File: src/rtl/pipe_ctrl_pkg.sv
// Shared encodings for the five-stage control unit: opcodes, ALU op classes,
// the packed control word that travels down the pipe, and forward-select codes.
package pipe_ctrl_pkg;

    localparam logic [6:0] OP_R      = 7'b0110011;
    localparam logic [6:0] OP_IMM    = 7'b0010011;
    localparam logic [6:0] OP_LOAD   = 7'b0000011;
    localparam logic [6:0] OP_STORE  = 7'b0100011;
    localparam logic [6:0] OP_BRANCH = 7'b1100011;
    localparam logic [6:0] OP_JAL    = 7'b1101111;
    localparam logic [6:0] OP_JALR   = 7'b1100111;
    localparam logic [6:0] OP_AUIPC  = 7'b0010111;
    localparam logic [6:0] OP_LUI    = 7'b0110111;

    localparam logic [1:0] ALUOP_ADD  = 2'b00;
    localparam logic [1:0] ALUOP_SUB  = 2'b01;
    localparam logic [1:0] ALUOP_FUNC = 2'b10;
    localparam logic [1:0] ALUOP_ADDI = 2'b11;

    localparam logic [1:0] FWD_RF  = 2'b00;
    localparam logic [1:0] FWD_MEM = 2'b10;
    localparam logic [1:0] FWD_WB  = 2'b01;

    typedef struct packed {
        logic [1:0] alu_op;
        logic       alu_src;
        logic       branch;
        logic       jump;
        logic       mem_wr;
        logic       mem_rd;
        logic       mem2reg;
        logic       reg_wr;
        logic       pc_src_a;
        logic       lui;
    } ctrl_t;

    localparam ctrl_t CTRL_BUBBLE = '0;

endpackage

File: src/rtl/pipe_ctrl_unit_decode.sv
// Combinational opcode/funct3 decoder: control word, source-use flags and
// an illegal indication. Unknown opcodes yield an all-zero word.
module ctrl_decode
    import pipe_ctrl_pkg::*;
(
    input  logic [6:0] opcode_i,
    input  logic [2:0] funct3_i,
    output ctrl_t      ctrl_o,
    output logic       use_rs1_o,
    output logic       use_rs2_o,
    output logic       illegal_o
);

    always_comb begin
        ctrl_o    = CTRL_BUBBLE;
        use_rs1_o = 1'b0;
        use_rs2_o = 1'b0;
        illegal_o = 1'b0;
        case (opcode_i)
            OP_R: begin
                ctrl_o.alu_op = ALUOP_FUNC;
                ctrl_o.reg_wr = 1'b1;
                use_rs1_o     = 1'b1;
                use_rs2_o     = 1'b1;
            end
            OP_IMM: begin
                ctrl_o.alu_op  = (funct3_i == 3'b000) ? ALUOP_ADDI : ALUOP_FUNC;
                ctrl_o.alu_src = 1'b1;
                ctrl_o.reg_wr  = 1'b1;
                use_rs1_o      = 1'b1;
            end
            OP_LOAD: begin
                ctrl_o.alu_op  = ALUOP_ADD;
                ctrl_o.alu_src = 1'b1;
                ctrl_o.mem_rd  = 1'b1;
                ctrl_o.mem2reg = 1'b1;
                ctrl_o.reg_wr  = 1'b1;
                use_rs1_o      = 1'b1;
            end
            OP_STORE: begin
                ctrl_o.alu_op  = ALUOP_ADD;
                ctrl_o.alu_src = 1'b1;
                ctrl_o.mem_wr  = 1'b1;
                use_rs1_o      = 1'b1;
                use_rs2_o      = 1'b1;
            end
            OP_BRANCH: begin
                ctrl_o.alu_op = ALUOP_SUB;
                ctrl_o.branch = 1'b1;
                use_rs1_o     = 1'b1;
                use_rs2_o     = 1'b1;
            end
            OP_JAL: begin
                ctrl_o.jump   = 1'b1;
                ctrl_o.reg_wr = 1'b1;
            end
            OP_JALR: begin
                ctrl_o.jump    = 1'b1;
                ctrl_o.alu_src = 1'b1;
                ctrl_o.reg_wr  = 1'b1;
                use_rs1_o      = 1'b1;
            end
            OP_AUIPC: begin
                ctrl_o.alu_src  = 1'b1;
                ctrl_o.pc_src_a = 1'b1;
                ctrl_o.reg_wr   = 1'b1;
            end
            OP_LUI: begin
                ctrl_o.alu_src = 1'b1;
                ctrl_o.lui     = 1'b1;
                ctrl_o.reg_wr  = 1'b1;
            end
            default: illegal_o = 1'b1;
        endcase
    end

endmodule

File: src/rtl/pipe_ctrl_unit.sv
// Five-stage pipeline control: decodes ID, carries control through ID/EX,
// EX/MEM and MEM/WB, and produces stall, flush and EX forward selects.
module pipe_ctrl_unit
    import pipe_ctrl_pkg::*;
#(
    parameter int REG_AW = 5,
    parameter bit FWD_EN = 1'b1
) (
    input  logic              clk,
    input  logic              rst_n,
    input  logic              id_valid,
    input  logic [31:0]       id_instr,
    input  logic              ex_br_taken,
    output logic              stall_o,
    output logic              flush_o,
    output logic              illegal_o,
    output logic [10:0]       ex_ctrl_o,
    output logic [REG_AW-1:0] ex_rd_o,
    output logic [1:0]        fwd_a_o,
    output logic [1:0]        fwd_b_o,
    output logic              mem_wr_o,
    output logic              mem_rd_o,
    output logic              wb_reg_wr_o,
    output logic              wb_mem2reg_o,
    output logic [REG_AW-1:0] wb_rd_o
);

    localparam logic [REG_AW-1:0] REG_ZERO = '0;

    ctrl_t             dec_ctrl;
    logic              dec_use_rs1;
    logic              dec_use_rs2;
    logic              dec_illegal;
    logic [REG_AW-1:0] id_rd;
    logic [REG_AW-1:0] id_rs1;
    logic [REG_AW-1:0] id_rs2;
    logic              unused_funct7;

    ctrl_t             ex_ctrl_q,  ex_ctrl_d;
    logic [REG_AW-1:0] ex_rs1_q,   ex_rs1_d;
    logic [REG_AW-1:0] ex_rs2_q,   ex_rs2_d;
    logic [REG_AW-1:0] ex_rd_q,    ex_rd_d;
    logic              mem_wr_q,   mem_rd_q, mem_reg_wr_q, mem_mem2reg_q;
    logic [REG_AW-1:0] mem_rd_addr_q;
    logic              wb_reg_wr_q, wb_mem2reg_q;
    logic [REG_AW-1:0] wb_rd_q;

    logic hit_ex, hit_mem, load_use, raw_any, hazard, bubble_id;

    assign id_rd         = id_instr[7 +: REG_AW];
    assign id_rs1        = id_instr[15 +: REG_AW];
    assign id_rs2        = id_instr[20 +: REG_AW];
    assign unused_funct7 = ^id_instr[31:25];

    ctrl_decode u_decode (
        .opcode_i  (id_instr[6:0]),
        .funct3_i  (id_instr[14:12]),
        .ctrl_o    (dec_ctrl),
        .use_rs1_o (dec_use_rs1),
        .use_rs2_o (dec_use_rs2),
        .illegal_o (dec_illegal)
    );

    // A used, non-x0 ID source matching a given destination.
    function automatic logic src_hit(input logic [REG_AW-1:0] dst);
        return (dst != REG_ZERO) &&
               ((dec_use_rs1 && id_rs1 == dst) || (dec_use_rs2 && id_rs2 == dst));
    endfunction

    function automatic logic [1:0] fwd_sel(input logic [REG_AW-1:0] rs);
        if (mem_reg_wr_q && rs != REG_ZERO && rs == mem_rd_addr_q)
            return FWD_MEM;
        else if (wb_reg_wr_q && rs != REG_ZERO && rs == wb_rd_q)
            return FWD_WB;
        else
            return FWD_RF;
    endfunction

    always_comb begin
        hit_ex    = src_hit(ex_rd_q);
        hit_mem   = src_hit(mem_rd_addr_q);
        load_use  = id_valid && ex_ctrl_q.mem_rd && hit_ex;
        raw_any   = id_valid && ((ex_ctrl_q.reg_wr && hit_ex) || (mem_reg_wr_q && hit_mem));
        hazard    = FWD_EN ? load_use : raw_any;
        bubble_id = !id_valid || hazard || ex_br_taken;
    end

    // Unused sources are stored as x0 so they can never select a forward.
    always_comb begin
        ex_ctrl_d = CTRL_BUBBLE;
        ex_rs1_d  = REG_ZERO;
        ex_rs2_d  = REG_ZERO;
        ex_rd_d   = REG_ZERO;
        if (!bubble_id) begin
            ex_ctrl_d = dec_ctrl;
            ex_rs1_d  = dec_use_rs1 ? id_rs1 : REG_ZERO;
            ex_rs2_d  = dec_use_rs2 ? id_rs2 : REG_ZERO;
            ex_rd_d   = dec_ctrl.reg_wr ? id_rd : REG_ZERO;
        end
    end

    always_ff @(posedge clk) begin
        if (!rst_n) begin
            ex_ctrl_q     <= CTRL_BUBBLE;
            ex_rs1_q      <= REG_ZERO;
            ex_rs2_q      <= REG_ZERO;
            ex_rd_q       <= REG_ZERO;
            mem_wr_q      <= 1'b0;
            mem_rd_q      <= 1'b0;
            mem_reg_wr_q  <= 1'b0;
            mem_mem2reg_q <= 1'b0;
            mem_rd_addr_q <= REG_ZERO;
            wb_reg_wr_q   <= 1'b0;
            wb_mem2reg_q  <= 1'b0;
            wb_rd_q       <= REG_ZERO;
        end else begin
            ex_ctrl_q     <= ex_ctrl_d;
            ex_rs1_q      <= ex_rs1_d;
            ex_rs2_q      <= ex_rs2_d;
            ex_rd_q       <= ex_rd_d;
            mem_wr_q      <= ex_ctrl_q.mem_wr;
            mem_rd_q      <= ex_ctrl_q.mem_rd;
            mem_reg_wr_q  <= ex_ctrl_q.reg_wr;
            mem_mem2reg_q <= ex_ctrl_q.mem2reg;
            mem_rd_addr_q <= ex_rd_q;
            wb_reg_wr_q   <= mem_reg_wr_q;
            wb_mem2reg_q  <= mem_mem2reg_q;
            wb_rd_q       <= mem_rd_addr_q;
        end
    end

    assign stall_o      = hazard && !ex_br_taken;
    assign flush_o      = ex_br_taken;
    assign illegal_o    = id_valid && dec_illegal;
    assign ex_ctrl_o    = ex_ctrl_q;
    assign ex_rd_o      = ex_rd_q;
    assign fwd_a_o      = FWD_EN ? fwd_sel(ex_rs1_q) : FWD_RF;
    assign fwd_b_o      = FWD_EN ? fwd_sel(ex_rs2_q) : FWD_RF;
    assign mem_wr_o     = mem_wr_q;
    assign mem_rd_o     = mem_rd_q;
    assign wb_reg_wr_o  = wb_reg_wr_q;
    assign wb_mem2reg_o = wb_mem2reg_q;
    assign wb_rd_o      = wb_rd_q;

endmodule
File: config.mk
export PLATFORM = sky130hd
export DESIGN_NAME = pipe_ctrl_unit
export DESIGN_NICKNAME = d
export VERILOG_FILES = /design/src/rtl/pipe_ctrl_pkg.sv /design/src/rtl/pipe_ctrl_unit_decode.sv /design/src/rtl/pipe_ctrl_unit.sv
export SDC_FILE = /design/constraint.sdc
export NUM_CORES = 1
export LEC_CHECK = 0
export CAP_MARGIN = 20
export CORE_MARGIN = 5
export CORE_UTILIZATION = 49
export CTS_BUF_LIST = sky130_fd_sc_hd__clkbuf_8
export DETAILED_ROUTE_END_ITERATION = 12
export GPL_TIMING_DRIVEN = 0
export PLACE_DENSITY = 0.91
export SKIP_CTS_REPAIR_TIMING = 1
export SLEW_MARGIN = 10
export SYNTH_ARGS = -nofsm -noshare
export SYNTH_HDL_FRONTEND = slang
export SYNTH_HIERARCHICAL = 1
export SYNTH_SLANG_ARGS = --single-unit
File: constraint.sdc
create_clock -name clk -period 4.2 [get_ports clk]
set_clock_uncertainty 0.1 [all_clocks]
set_input_delay 0.84 -clock clk [delete_from_list [all_inputs] [get_ports clk]]
set_output_delay 0.84 -clock clk [all_outputs]
set_load 0.02 [all_outputs]
==> metrics.txt <==
number of global-route vias before repair=1691; Setup violations, final=0; number of warnings printed during yosys synthesis=6; filler-free cell count of the finished design=333; die width=74.24 µm; clock root buffer=clkbuf_8; min setup slack post-route=0.2546 ns; kind of launch point of the worst setup path=primary input; Crit path buffers/inverters=3; Ant. Diodes=0; GR Util met2=31.10%; Maximum Capacitance Violations=0; largest net degree at the start of global routing=13; net count after synthesis=247; Post-Syn Instances=211; tightest slew margin relative to the limit=68.62%; pre-CTS setup slack=-0.3729 ns; global-route total usage across every layer=18.93%; count of unresolved DRC violations after routing=0; result of the run=complete, no violations; sum of negative setup slack=0 ns; global route hottest layer=met2; post-layout min period=3.945 ns; peak ir drop on the vdd network=161.6 µV; kind of cell with the highest combined delay on the critical path=buffers and inverters; Boundary Pins=68; fraction of final layout cells with drive strength greater than 1=17.31%; net total in the final layout=319; drt first pass iters=4; wire length of the first global-routing pass=8038 µm; Pins Over Slew Limit=0; met1 demand-to-capacity share in global routing=24.23%; capture point of the worst reg-to-reg path=ex_rs1_q[4]$_SDFF_PP0_; proportion of synthesized chip area in sequential cells=41.58%; Max Fclk=253.5 MHz; hold wc startpoint=mem_mem2reg_q$_SDFF_PN0_; maximum fanout encountered on the critical timing path=8; synth unique cells=37; stage delay of the slowest cell on the critical path=0.54 ns; Placed Area=0.002675 mm²; synthesis-to-layout area growth=39.29%; area of the die=0.005511 mm²; maximum level of the CTS H-tree=2; element type at the critical path end=output port; final worst-path cycle share=93.94%; aggregate global routing overflow=0; number of placement rows=23; post-DR wirelength/cell=15.26 µm; Pwr per Cell Area=252.9 mW/mm²; final core area utilization=70.41%; number of cells traversed by the worst hold path=1; routed via count=1775; cell taking the most area after synthesis=dfxtp_1; type of the setup path with the least slack=primary input to output port; height of the chip=74.24 µm; starting density of the core=50.55%; syn_area_per_cell=9.583 µm²; number of buffers added by the clock tree synthesis step=5; summed instance area of the synthesized netlist=0.002022 mm²; Max Root-Sink Buffers=2; Synth top area share=41.58%; class of the most critical hold timing path=register to register; number of placed instances, taps included=320; slowest cell on the critical path=clkdlybuf4s50_1; worst hold endpoint=wb_mem2reg_o$_SDFF_PN0_; post-layout total power=0.7122 mW; clock insertion delay at the later pin of the skew report=0.29 ns; worst reg-to-reg path cell count=6; Port-buffer cells=59; setup repair after global routing missed its margin=no; count of state elements after synthesis=42; required time of the critical path=3.26 ns; r2r startpoint=ex_rd_o[1]$_SDFF_PP0_; clock tree from TritonCTS=built; worst hold margin=0.3424 ns; Worst Max-Slew Pin Slew=0.4707 ns; antenna violation net count after detailed routing=0; Area contributors post-synth=dfxtp_1 42%, xnor2_1 11%, a21oi_2 8.7%; clock transition at the registers of the reported paths=0.07 ns; drt initial violations=90; via density per instance=5.330; setup slack on the worst flop-to-flop path=2.35 ns; placed wire-length estimate=3707 µm; routability-driven placement congestion ratio=0.8239; sum of routed wire length over all layers=5081 µm; number of antenna violations at the first check in global routing=0; placeable core region=0.004000 mm²; final std cell area, no fill=0.002816 mm²; Final Hold Violating Endpoints=0; arrival time of data at the critical path endpoint=3.01 ns; met3 capacity usage during global routing=4.595%; leakage power of the design=1.014 nW; cells traversed along the worst timing path=clkdlybuf4s50_1 > or3_1 > buf_6 > a211oi_4 > nand2_1 > o22ai_4 > and3b_2 > dlymetal6s2s_1; Sink Count=42
sequential cells by signal, indices dropped and copies added (netlist names):
name and cells:
ex_rs2_q 5, ex_rs1_q 5, mem_rd_o 1, mem_mem2reg_q 1
mem_reg_wr_q 1, wb_rd_o 5, ex_ctrl_o 11, ex_rd_o 5
wb_mem2reg_o 1, mem_rd_addr_q 5, wb_reg_wr_o 1, mem_wr_o 1
report_power, final:
| group | total [mW] | switching, mW | internal (mW) | leakage (nW) |
|---|---|---|---|---|
| Clock | 0.241 | 0.130 | 0.111 | 0.0438 |
| Sequential | 0.399 | 0.000765 | 0.399 | 0.338 |
| Combinational | 0.0718 | 0.0342 | 0.0376 | 0.632 |
| Total | 0.712 | 0.165 | 0.548 | 1.01 |
area by class of cell:
cell class	count	area (µm²)
Fill cell	325	1184
Clock buffer	5	68.82
Sequential cell	42	840.8
Timing Repair Buffer	65	638.1
Buffer	15	115.1
Multi-Input combinational cell	153	1077
Clock inverter	2	10.01
Tap cell	50	62.56
Inverter	1	3.754
cell usage after synthesis:
cell,count
nand3b_1,1
or4_1,2
and3_1,1
clkbuf_1,4
buf_1,2
and2_2,1
and4_1,2
buf_2,3
o31a_1,1
dfxtp_1,42
nor3_1,2
xor2_1,4
o311a_1,1
nand3_1,11
nor2_1,7
nand4b_1,1
nand4_1,17
buf_4,2
a211oi_2,1
and3b_1,1
a21oi_1,7
and3b_2,1
xnor2_1,26
o21ai_0,3
nand2_1,10
a21boi_0,1
inv_1,1
o22ai_2,1
buf_6,2
buf_12,2
nand2_2,1
nor4_2,2
or3_1,2
a21oi_2,20
nor2b_1,5
nor4_1,4
and2_1,17
logic make-up after synthesis:
group / count (synthesis) / share of synthesized area [%]
AOI/OAI and AO/OA: 35 / 13.68
xor gates and xnor gates: 30 / 12.99
buffers and inverters: 16 / 5.878
DFF: 42 / 41.58
and+or+nand+nor: 88 / 25.87
layout by cell type, fill, tap and decap left out, drive strengths merged:
cell / n
a211oi: 1
a21boi: 1
a21oi: 27
and2: 18
and3: 1
and3b: 2
and4: 2
buf: 17
clkbuf: 9
clkdlybuf4s50: 58
clkinv: 2
dfxtp: 42
dlymetal6s2s: 1
inv: 1
nand2: 11
nand3: 11
nand3b: 1
nand4: 17
nand4b: 1
nor2: 7
nor2b: 5
nor3: 2
nor4: 6
o21ai: 3
o22ai: 1
o311a: 1
o31a: 1
or3: 2
or4: 2
xnor2: 26
xor2: 4
routing by layer:
layer / part of all wire (%) / vias up
met1: 43 / 817
met5: 0 / -
met3: 7.0 / 8
met2: 49 / 65
met4: 1.4 / 0
li1: - / 885
how the worst max path moves through the flow:
stage | cells after the start | startpoint | to
5_1_grt | 8 | id_instr[2] | stall_o
6_report | 8 | id_instr[2] | stall_o
3_3_place_gp | 8 | id_instr[2] | stall_o
3_5_place_dp | 8 | id_instr[2] | stall_o
2_1_floorplan | 6 | id_instr[3] | stall_o
4_1_cts | 8 | id_instr[2] | stall_o
Power figures use the tool's default switching activity.
